--- config.mk ---
export PLATFORM = sky130hd
export DESIGN_NAME = muldiv_ctrl_flat
export DESIGN_NICKNAME = d
export VERILOG_FILES = /design/src/rtl/muldiv_ctrl_pkg.sv /design/src/rtl/muldiv_ctrl_if.sv /design/src/rtl/muldiv_ctrl_div_step.sv /design/src/rtl/muldiv_ctrl.sv /design/src/flat_wrapper.sv
export SDC_FILE = /design/constraint.sdc
export NUM_CORES = 2
export LEC_CHECK = 0
export ABC_AREA = 1
export CORE_MARGIN = 4
export CORE_UTILIZATION = 66
export DETAILED_ROUTE_END_ITERATION = 8
export PLACE_DENSITY = 0.94
export SYNTH_ARGS = -nofsm -noshare
export SYNTH_HDL_FRONTEND = slang
export SYNTH_SLANG_ARGS = --single-unit
--- constraint.sdc ---
create_clock -name clk -period 16.6 [get_ports clk]
set_input_delay 2.49 -clock clk [delete_from_list [all_inputs] [get_ports clk]]
set_output_delay 2.49 -clock clk [all_outputs]
set_load 0.1 [all_outputs]
--- src/rtl/muldiv_ctrl_pkg.sv ---
// Shared definitions for the HI/LO multiply/divide sequencer:
// state encoding and the LO fill pattern written on a divide by zero.
package muldiv_ctrl_pkg;

    typedef enum logic [1:0] {
        MD_IDLE = 2'd0,
        MD_MUL  = 2'd1,
        MD_DIV  = 2'd2,
        MD_DONE = 2'd3
    } md_state_t;

    // Every bit of LO is set to this value when the divisor is zero.
    localparam logic MD_DIV0_LO_BIT = 1'b1;

endpackage

--- src/rtl/muldiv_ctrl_if.sv ---
// EX-stage <-> multiply/divide sequencer handshake and result bus.
// master = EX stage (issues operations), slave = the sequencer.
interface muldiv_ctrl_if #(
    parameter int WIDTH = 32
);

    logic             start_mult;
    logic             start_div;
    logic             signed_op;
    logic [WIDTH-1:0] opa;
    logic [WIDTH-1:0] opb;
    logic             flush;
    logic             stall;
    logic             busy;
    logic             hilo_we;
    logic [WIDTH-1:0] hi_out;
    logic [WIDTH-1:0] lo_out;

    modport master (
        output start_mult, start_div, signed_op, opa, opb, flush,
        input  stall, busy, hilo_we, hi_out, lo_out
    );

    modport slave (
        input  start_mult, start_div, signed_op, opa, opb, flush,
        output stall, busy, hilo_we, hi_out, lo_out
    );

endinterface

--- src/rtl/muldiv_ctrl_div_step.sv ---
// One restoring radix-2 division iteration: shift {rem,quo} left by one,
// trial-subtract the divisor and shift the resulting quotient bit into quo.
module muldiv_ctrl_div_step #(
    parameter int WIDTH = 32
) (
    input  logic [WIDTH-1:0] rem_in,
    input  logic [WIDTH-1:0] quo_in,
    input  logic [WIDTH-1:0] divisor,
    output logic [WIDTH-1:0] rem_out,
    output logic [WIDTH-1:0] quo_out
);

    logic [WIDTH:0] partial;
    logic [WIDTH:0] trial;

    // Top bit of the trial difference is the borrow: set means restore.
    always_comb begin
        partial = {rem_in, quo_in[WIDTH-1]};
        trial   = partial - {1'b0, divisor};
        if (trial[WIDTH]) begin
            rem_out = partial[WIDTH-1:0];
            quo_out = {quo_in[WIDTH-2:0], 1'b0};
        end else begin
            rem_out = trial[WIDTH-1:0];
            quo_out = {quo_in[WIDTH-2:0], 1'b1};
        end
    end

endmodule

--- src/rtl/muldiv_ctrl.sv ---
// Execute-stage MULT/MULTU/DIV/DIVU sequencer. Stalls IF..EX while a
// fixed-latency multiply or a bit-serial restoring divide runs, then
// pulses hilo_we for one cycle. A flush abandons the operation unwritten.
module muldiv_ctrl
    import muldiv_ctrl_pkg::*;
#(
    parameter int WIDTH   = 32,
    parameter int MUL_LAT = 2
) (
    input logic          clk,
    input logic          rst,
    muldiv_ctrl_if.slave bus
);

    localparam int CW = $clog2(WIDTH) + 1;

    md_state_t state;
    md_state_t state_next;

    logic [CW-1:0]      cnt;
    logic [WIDTH-1:0]   opa_q;
    logic [WIDTH-1:0]   opb_q;
    logic [WIDTH-1:0]   rem_q;
    logic [WIDTH-1:0]   hi_q;
    logic [WIDTH-1:0]   lo_q;
    logic               signed_q;
    logic               qsign_q;
    logic               rsign_q;

    logic [WIDTH-1:0]   abs_a;
    logic [WIDTH-1:0]   abs_b;
    logic [2*WIDTH-1:0] ext_a;
    logic [2*WIDTH-1:0] ext_b;
    logic [2*WIDTH-1:0] prod_comb;
    logic [2*WIDTH-1:0] prod_final;
    logic [WIDTH-1:0]   step_rem;
    logic [WIDTH-1:0]   step_quo;
    logic [WIDTH-1:0]   rem_fix;
    logic [WIDTH-1:0]   quo_fix;

    // Divide works on magnitudes; the most negative value maps onto itself,
    // which is exactly its unsigned magnitude.
    assign abs_a = (bus.signed_op && bus.opa[WIDTH-1]) ? -bus.opa : bus.opa;
    assign abs_b = (bus.signed_op && bus.opb[WIDTH-1]) ? -bus.opb : bus.opb;

    // Extending to 2*WIDTH before multiplying gives the full signed or
    // unsigned product in the low 2*WIDTH bits.
    assign ext_a     = signed_q ? {{WIDTH{opa_q[WIDTH-1]}}, opa_q} : {{WIDTH{1'b0}}, opa_q};
    assign ext_b     = signed_q ? {{WIDTH{opb_q[WIDTH-1]}}, opb_q} : {{WIDTH{1'b0}}, opb_q};
    assign prod_comb = ext_a * ext_b;

    // The HI/LO register is the last multiply stage; any extra stages sit here.
    generate
        if (MUL_LAT > 1) begin : g_mul_pipe
            logic [2*WIDTH-1:0] pipe [MUL_LAT-1];

            // Product shift chain between the operand latch and HI/LO.
            always_ff @(posedge clk) begin
                if (rst) begin
                    for (int i = 0; i < MUL_LAT-1; i++) pipe[i] <= '0;
                end else begin
                    pipe[0] <= prod_comb;
                    for (int i = 1; i < MUL_LAT-1; i++) pipe[i] <= pipe[i-1];
                end
            end

            assign prod_final = pipe[MUL_LAT-2];
        end else begin : g_mul_comb
            assign prod_final = prod_comb;
        end
    endgenerate

    muldiv_ctrl_div_step #(
        .WIDTH (WIDTH)
    ) u_div_step (
        .rem_in  (rem_q),
        .quo_in  (opa_q),
        .divisor (opb_q),
        .rem_out (step_rem),
        .quo_out (step_quo)
    );

    assign rem_fix = rsign_q ? -step_rem : step_rem;
    assign quo_fix = qsign_q ? -step_quo : step_quo;

    // State register.
    always_ff @(posedge clk) begin
        if (rst) state <= MD_IDLE;
        else     state <= state_next;
    end

    // Next-state: flush always returns to IDLE; divide start wins over multiply.
    always_comb begin
        state_next = state;
        if (bus.flush) begin
            state_next = MD_IDLE;
        end else begin
            case (state)
                MD_IDLE: begin
                    if (bus.start_div)       state_next = (bus.opb == '0) ? MD_DONE : MD_DIV;
                    else if (bus.start_mult) state_next = MD_MUL;
                end
                MD_MUL:  if (cnt == CW'(1)) state_next = MD_DONE;
                MD_DIV:  if (cnt == CW'(1)) state_next = MD_DONE;
                MD_DONE: state_next = MD_IDLE;
                default: state_next = MD_IDLE;
            endcase
        end
    end

    // Pipeline controls: stall drops in DONE so the instruction advances as HI/LO is written.
    always_comb begin
        bus.busy    = (state != MD_IDLE);
        bus.hilo_we = (state == MD_DONE) && !bus.flush;
        bus.stall   = !bus.flush &&
                      (((state == MD_IDLE) && (bus.start_mult || bus.start_div)) ||
                       (state == MD_MUL) || (state == MD_DIV));
    end

    assign bus.hi_out = hi_q;
    assign bus.lo_out = lo_q;

    // Operand latch, divide iteration and HI/LO update on the way into DONE.
    always_ff @(posedge clk) begin
        if (rst) begin
            cnt      <= '0;
            opa_q    <= '0;
            opb_q    <= '0;
            rem_q    <= '0;
            hi_q     <= '0;
            lo_q     <= '0;
            signed_q <= 1'b0;
            qsign_q  <= 1'b0;
            rsign_q  <= 1'b0;
        end else begin
            case (state)
                MD_IDLE: begin
                    if (bus.start_div && !bus.flush) begin
                        opa_q   <= abs_a;
                        opb_q   <= abs_b;
                        rem_q   <= '0;
                        qsign_q <= bus.signed_op & (bus.opa[WIDTH-1] ^ bus.opb[WIDTH-1]);
                        rsign_q <= bus.signed_op & bus.opa[WIDTH-1];
                        cnt     <= CW'(WIDTH);
                        if (bus.opb == '0) begin
                            hi_q <= bus.opa;
                            lo_q <= {WIDTH{MD_DIV0_LO_BIT}};
                        end
                    end else if (bus.start_mult && !bus.flush) begin
                        opa_q    <= bus.opa;
                        opb_q    <= bus.opb;
                        signed_q <= bus.signed_op;
                        cnt      <= CW'(MUL_LAT);
                    end
                end
                MD_MUL: begin
                    cnt <= cnt - CW'(1);
                    if (state_next == MD_DONE) begin
                        hi_q <= prod_final[2*WIDTH-1:WIDTH];
                        lo_q <= prod_final[WIDTH-1:0];
                    end
                end
                MD_DIV: begin
                    rem_q <= step_rem;
                    opa_q <= step_quo;
                    cnt   <= cnt - CW'(1);
                    if (state_next == MD_DONE) begin
                        hi_q <= rem_fix;
                        lo_q <= quo_fix;
                    end
                end
                default: ;
            endcase
        end
    end

endmodule

--- src/flat_wrapper.sv ---
// flat-port wrapper written by rule: the top's interface ports become plain ports
module muldiv_ctrl_flat import muldiv_ctrl_pkg::*;
#(
    parameter int WIDTH   = 32,
    parameter int MUL_LAT = 2
)
  (clk, rst, bus_start_mult, bus_start_div, bus_signed_op, bus_opa, bus_opb, bus_flush, bus_stall, bus_busy, bus_hilo_we, bus_hi_out, bus_lo_out);
  muldiv_ctrl_if #(.WIDTH(WIDTH)) bus_i ();
  input logic clk;
  input logic rst;
  input wire logic [$bits(bus_i.start_mult)-1:0] bus_start_mult;
  input wire logic [$bits(bus_i.start_div)-1:0] bus_start_div;
  input wire logic [$bits(bus_i.signed_op)-1:0] bus_signed_op;
  input wire logic [$bits(bus_i.opa)-1:0] bus_opa;
  input wire logic [$bits(bus_i.opb)-1:0] bus_opb;
  input wire logic [$bits(bus_i.flush)-1:0] bus_flush;
  output wire logic [$bits(bus_i.stall)-1:0] bus_stall;
  output wire logic [$bits(bus_i.busy)-1:0] bus_busy;
  output wire logic [$bits(bus_i.hilo_we)-1:0] bus_hilo_we;
  output wire logic [$bits(bus_i.hi_out)-1:0] bus_hi_out;
  output wire logic [$bits(bus_i.lo_out)-1:0] bus_lo_out;
  assign bus_i.start_mult = bus_start_mult;
  assign bus_i.start_div = bus_start_div;
  assign bus_i.signed_op = bus_signed_op;
  assign bus_i.opa = bus_opa;
  assign bus_i.opb = bus_opb;
  assign bus_i.flush = bus_flush;
  assign bus_stall = bus_i.stall;
  assign bus_busy = bus_i.busy;
  assign bus_hilo_we = bus_i.hilo_we;
  assign bus_hi_out = bus_i.hi_out;
  assign bus_lo_out = bus_i.lo_out;
  muldiv_ctrl #(.WIDTH(WIDTH), .MUL_LAT(MUL_LAT)) u_core (.clk(clk), .rst(rst), .bus(bus_i));
endmodule
==> metrics.md <==
| Metric | Value |
|---|---|
| Synthesized instance count | `just over 8000` |
| Met1 Use GR | `0.576` |
| Hold_buf cts | `0` |
| Busiest grt layer | `met2` |
| Relative slew margins | `0.181` |
| LEAKAGE | `about 38 nW` |
| Synth top area cells | `fa_1, inv_1, nand2_1` |
| Worst Setup Slack, final | `6.28 ns` |
| Max frequency | `0.0969 GHz` |
| Initial Util | `0.669` |
| Global-route usage over all layers | `0.455` |
| DR vias/cell | `between 5 and 6` |
| Initial antenna violation count | `11` |
| Die H | `319 um` |
| Worst Hold Class | `reg -> reg` |
| Per-cell routed wire length | `between 20 and 25 um` |
| Placed cell area | `0.0662 mm^2` |
| Final hold violation count | `0` |
| Slowest cell on crit path | `fa_1` |
| Post_cts resized | `0` |
| Maximum fanout along the worst path | `17` |
| Worst EP arrival | `10.84 ns` |
| Max cap viols | `0` |
| Number of CTS-inserted buffers | `31` |
| Critical path data required time | `17.12 ns` |
| CTS tree | `yes` |
| Top cell type's share of synthesized area | `0.443` |
| Routed via count | `57000` |
| Levels on crit path | `27` |
| Synth Warn # | `0` |
| DRT Wirelength | `roughly 230000 um` |
| Crit path launch type | `register` |
| Placement row count | `113` |
| Worst Max-Slew Pin Slew | `1.22 ns` |
| Die Area | `0.102 mm^2` |
| Drt drc | `4` |
| Slew Viols, Final | `0` |
| CTS sink cnt | `235` |
| Avg Inst Size Synth | `7.69 um^2` |
| R2r worst-path depth | `27` |
| Grt met2 use | `0.671` |
| Sequential share of the synthesized area | `0.0735` |
| Drt pass-1 iters | `9` |
| Core ar. | `0.0956 mm^2` |
| PD cells | `54.8 mW/mm^2` |
| Met3 Use GR | `0.189` |
| HPWL after detailed placement | `182000 um` |
| WHS Path Cells | `2` |
| Synth-to-Final Area Change | `5.26%` |
| Mapped cell area | `0.0640 mm^2` |
| Top-count cell post-synth | `inv_1` |
| CTS H-tree lvls | `1` |
| Root buf cell | `clkbuf_16` |
| Max VDD drop | `between 0.09 and 0.1 mV` |
| Final core occ | `0.705` |
| Setup CP Type | `reg -> reg` |
| Setup bufs post-CTS | `0` |
| Most used cell along the critical path | `fa_1` |
| Fin crit share | `0.622` |
| Clk_lat worst skew | `0.64 ns` |
| Final instance area | `0.0673 mm^2` |
| CP max stage delay | `1.00 ns` |
| I/O Pins | `roughly 140` |
| Failing checks | `design-rule violations` |
| Gp weighted congestion | `1.07` |
| Clock Tree Buf Depth | `3` |
| Count of cell types in the netlist | `58` |
| Synth Flop Type | `dfxtp_1` |
| Final ANT Viol Nets | `0` |
| Pre-CTS setup slack | `between 6 and 7 ns` |
| First-pass GRT wire length | `350000 um` |
| Gr ovfl total | `0` |
| Total negative slack | `0 ns` |
| Clock slew at reported path FFs | `0.06 ns` |
| Share of post-route cells with drive strength above 1 | `0.0311` |
| Result of the run | `finished, violations left` |
| Final setup viols | `0` |
| Min Clock Period, post-route | `between 10 and 15 ns` |
| Post-synthesis register bit count | `235` |
| Largest net degree at the start of global routing | `74` |
| CP top delay family | `adder cells` |
| Post-synth EDFFs | `0` |
| CP Capture Type | `register` |
| Top cells by count, synth | `inv_1, nand2_1, fa_1` |
| Clk_skew | `approximately 0.025 ns` |
| WP buf/inv | `6` |
| Unrepaired setup endpoints after global routing | `no` |
| Area leader, netlist | `fa_1` |
| Initial DRC Count | `7386` |
| Total Nets Final | `approximately 10000` |
| Die width | `~320 um` |
| Async S/R FF share, synth | `0` |
| Vias in the first global route | `60400` |
| Mapped Nets | `10200` |
| Port bufs | `136` |
-- state kept, by name, indices dropped and copies added, names as in the netlist --
| signal | cells |
|---|---|
| u_core.state | 2 |
| u_core.signed_q | 1 |
| u_core.g_mul_pipe.pipe | 64 |
| u_core.opb_q | 32 |
| u_core.cnt | 6 |
| u_core.rsign_q | 1 |
| u_core.bus.lo_out | 32 |
| u_core.bus.hi_out | 32 |
| u_core.rem_q | 32 |
| u_core.opa_q | 32 |
| u_core.qsign_q | 1 |
-- stage by stage --
step	total power, W	cells	hold slack, ns
floorplan	0.00207	8319	0.443
finish	0.00369	9514	0.464
global route	0.00389	9507	0.490
CTS	0.00360	9505	0.466
detailed placement	0.00282	9448	0.457
global placement	0.00277	9448	0.452
-- placed cells by master, fill, tap and decap left out, drive strengths merged, types with 135 or more instances in the layout --
cell	n
inv	2498
nand2	1908
fa	1416
a21oi	402
nor2	376
ha	358
dfxtp	235
o21ai	217
nand3	159
clkdlybuf4s50	135
-- kinds of logic (layout without fill, tap and decap cells) --
family / count (synthesis) / after routing / synth area share
flops: 235 / 235 / 0.0735
compound gates: 775 / 775 / 0.0678
other cells: 0 / 9 / 0
simple gates: 2569 / 2569 / 0.162
fa+ha+maj: 1774 / 1774 / 0.513
buf+inv: 2862 / 2783 / 0.169
xor+xnor: 104 / 104 / 0.0142
-- worst register-to-register path, cell delays in order, from the launching register on --
cell and delay [ns]:
dfxtp_1 0.32, nand2_1 0.70, clkinv_1 0.82, nand2_1 0.41, fa_1 0.53, inv_1 0.17, fa_1 0.45, fa_1 0.74
fa_1 1.01, inv_1 0.29, fa_1 0.55, inv_1 0.06, fa_1 0.53, fa_1 0.45, fa_1 0.45, fa_1 0.52
inv_1 0.06, fa_1 0.50, inv_1 0.05, ha_1 0.33, a21oi_1 0.27, o21ai_0 0.19, a21oi_1 0.21, o2111ai_1 0.15
a41oi_1 0.25, nand3_1 0.10, nand2_1 0.07, nor2_1 0.05
-- power by group --
group | internal [W] | switching, W | total (W)
Combinational | 0.000712 | 0.00154 | 0.00225
Sequential | 0.000632 | 0.0000616 | 0.000693
Clock | 0.000431 | 0.000313 | 0.000744
Total | 0.00177 | 0.00191 | 0.00369
-- layout make-up --
cell class	instances	area [um^2]
fillers	7349	28200
inverters	2497	9370
repair buffers	229	2060
well taps	1265	1580
diodes	9	22.5
clock inverters	22	289
clock buffers	35	801
multi-input cells	5222	48500
flip-flops and latches	235	4710
-- path summary, 6_finish.rpt --
kind	startpoint	to	slack, ns
hold reg to reg	u_core.opa_q[28]	u_core.opa_q[28]	0.46
setup / recovery	u_core.signed_q	u_core.g_mul_pipe.pipe[0][63]	6.28
setup reg to reg	u_core.signed_q	u_core.g_mul_pipe.pipe[0][63]	6.28
hold / removal	u_core.opa_q[28]	u_core.opa_q[28]	0.46
-- metal layers --
layer / share of wire / vias to the layer above
met4: 0.069 / 14
met2: 0.42 / 4664
met1: 0.34 / 27400
li1: - / 23700
met3: 0.17 / 1193
met5: 0.00097 / -
No activity file was read; power rests on OpenSTA's default activity.
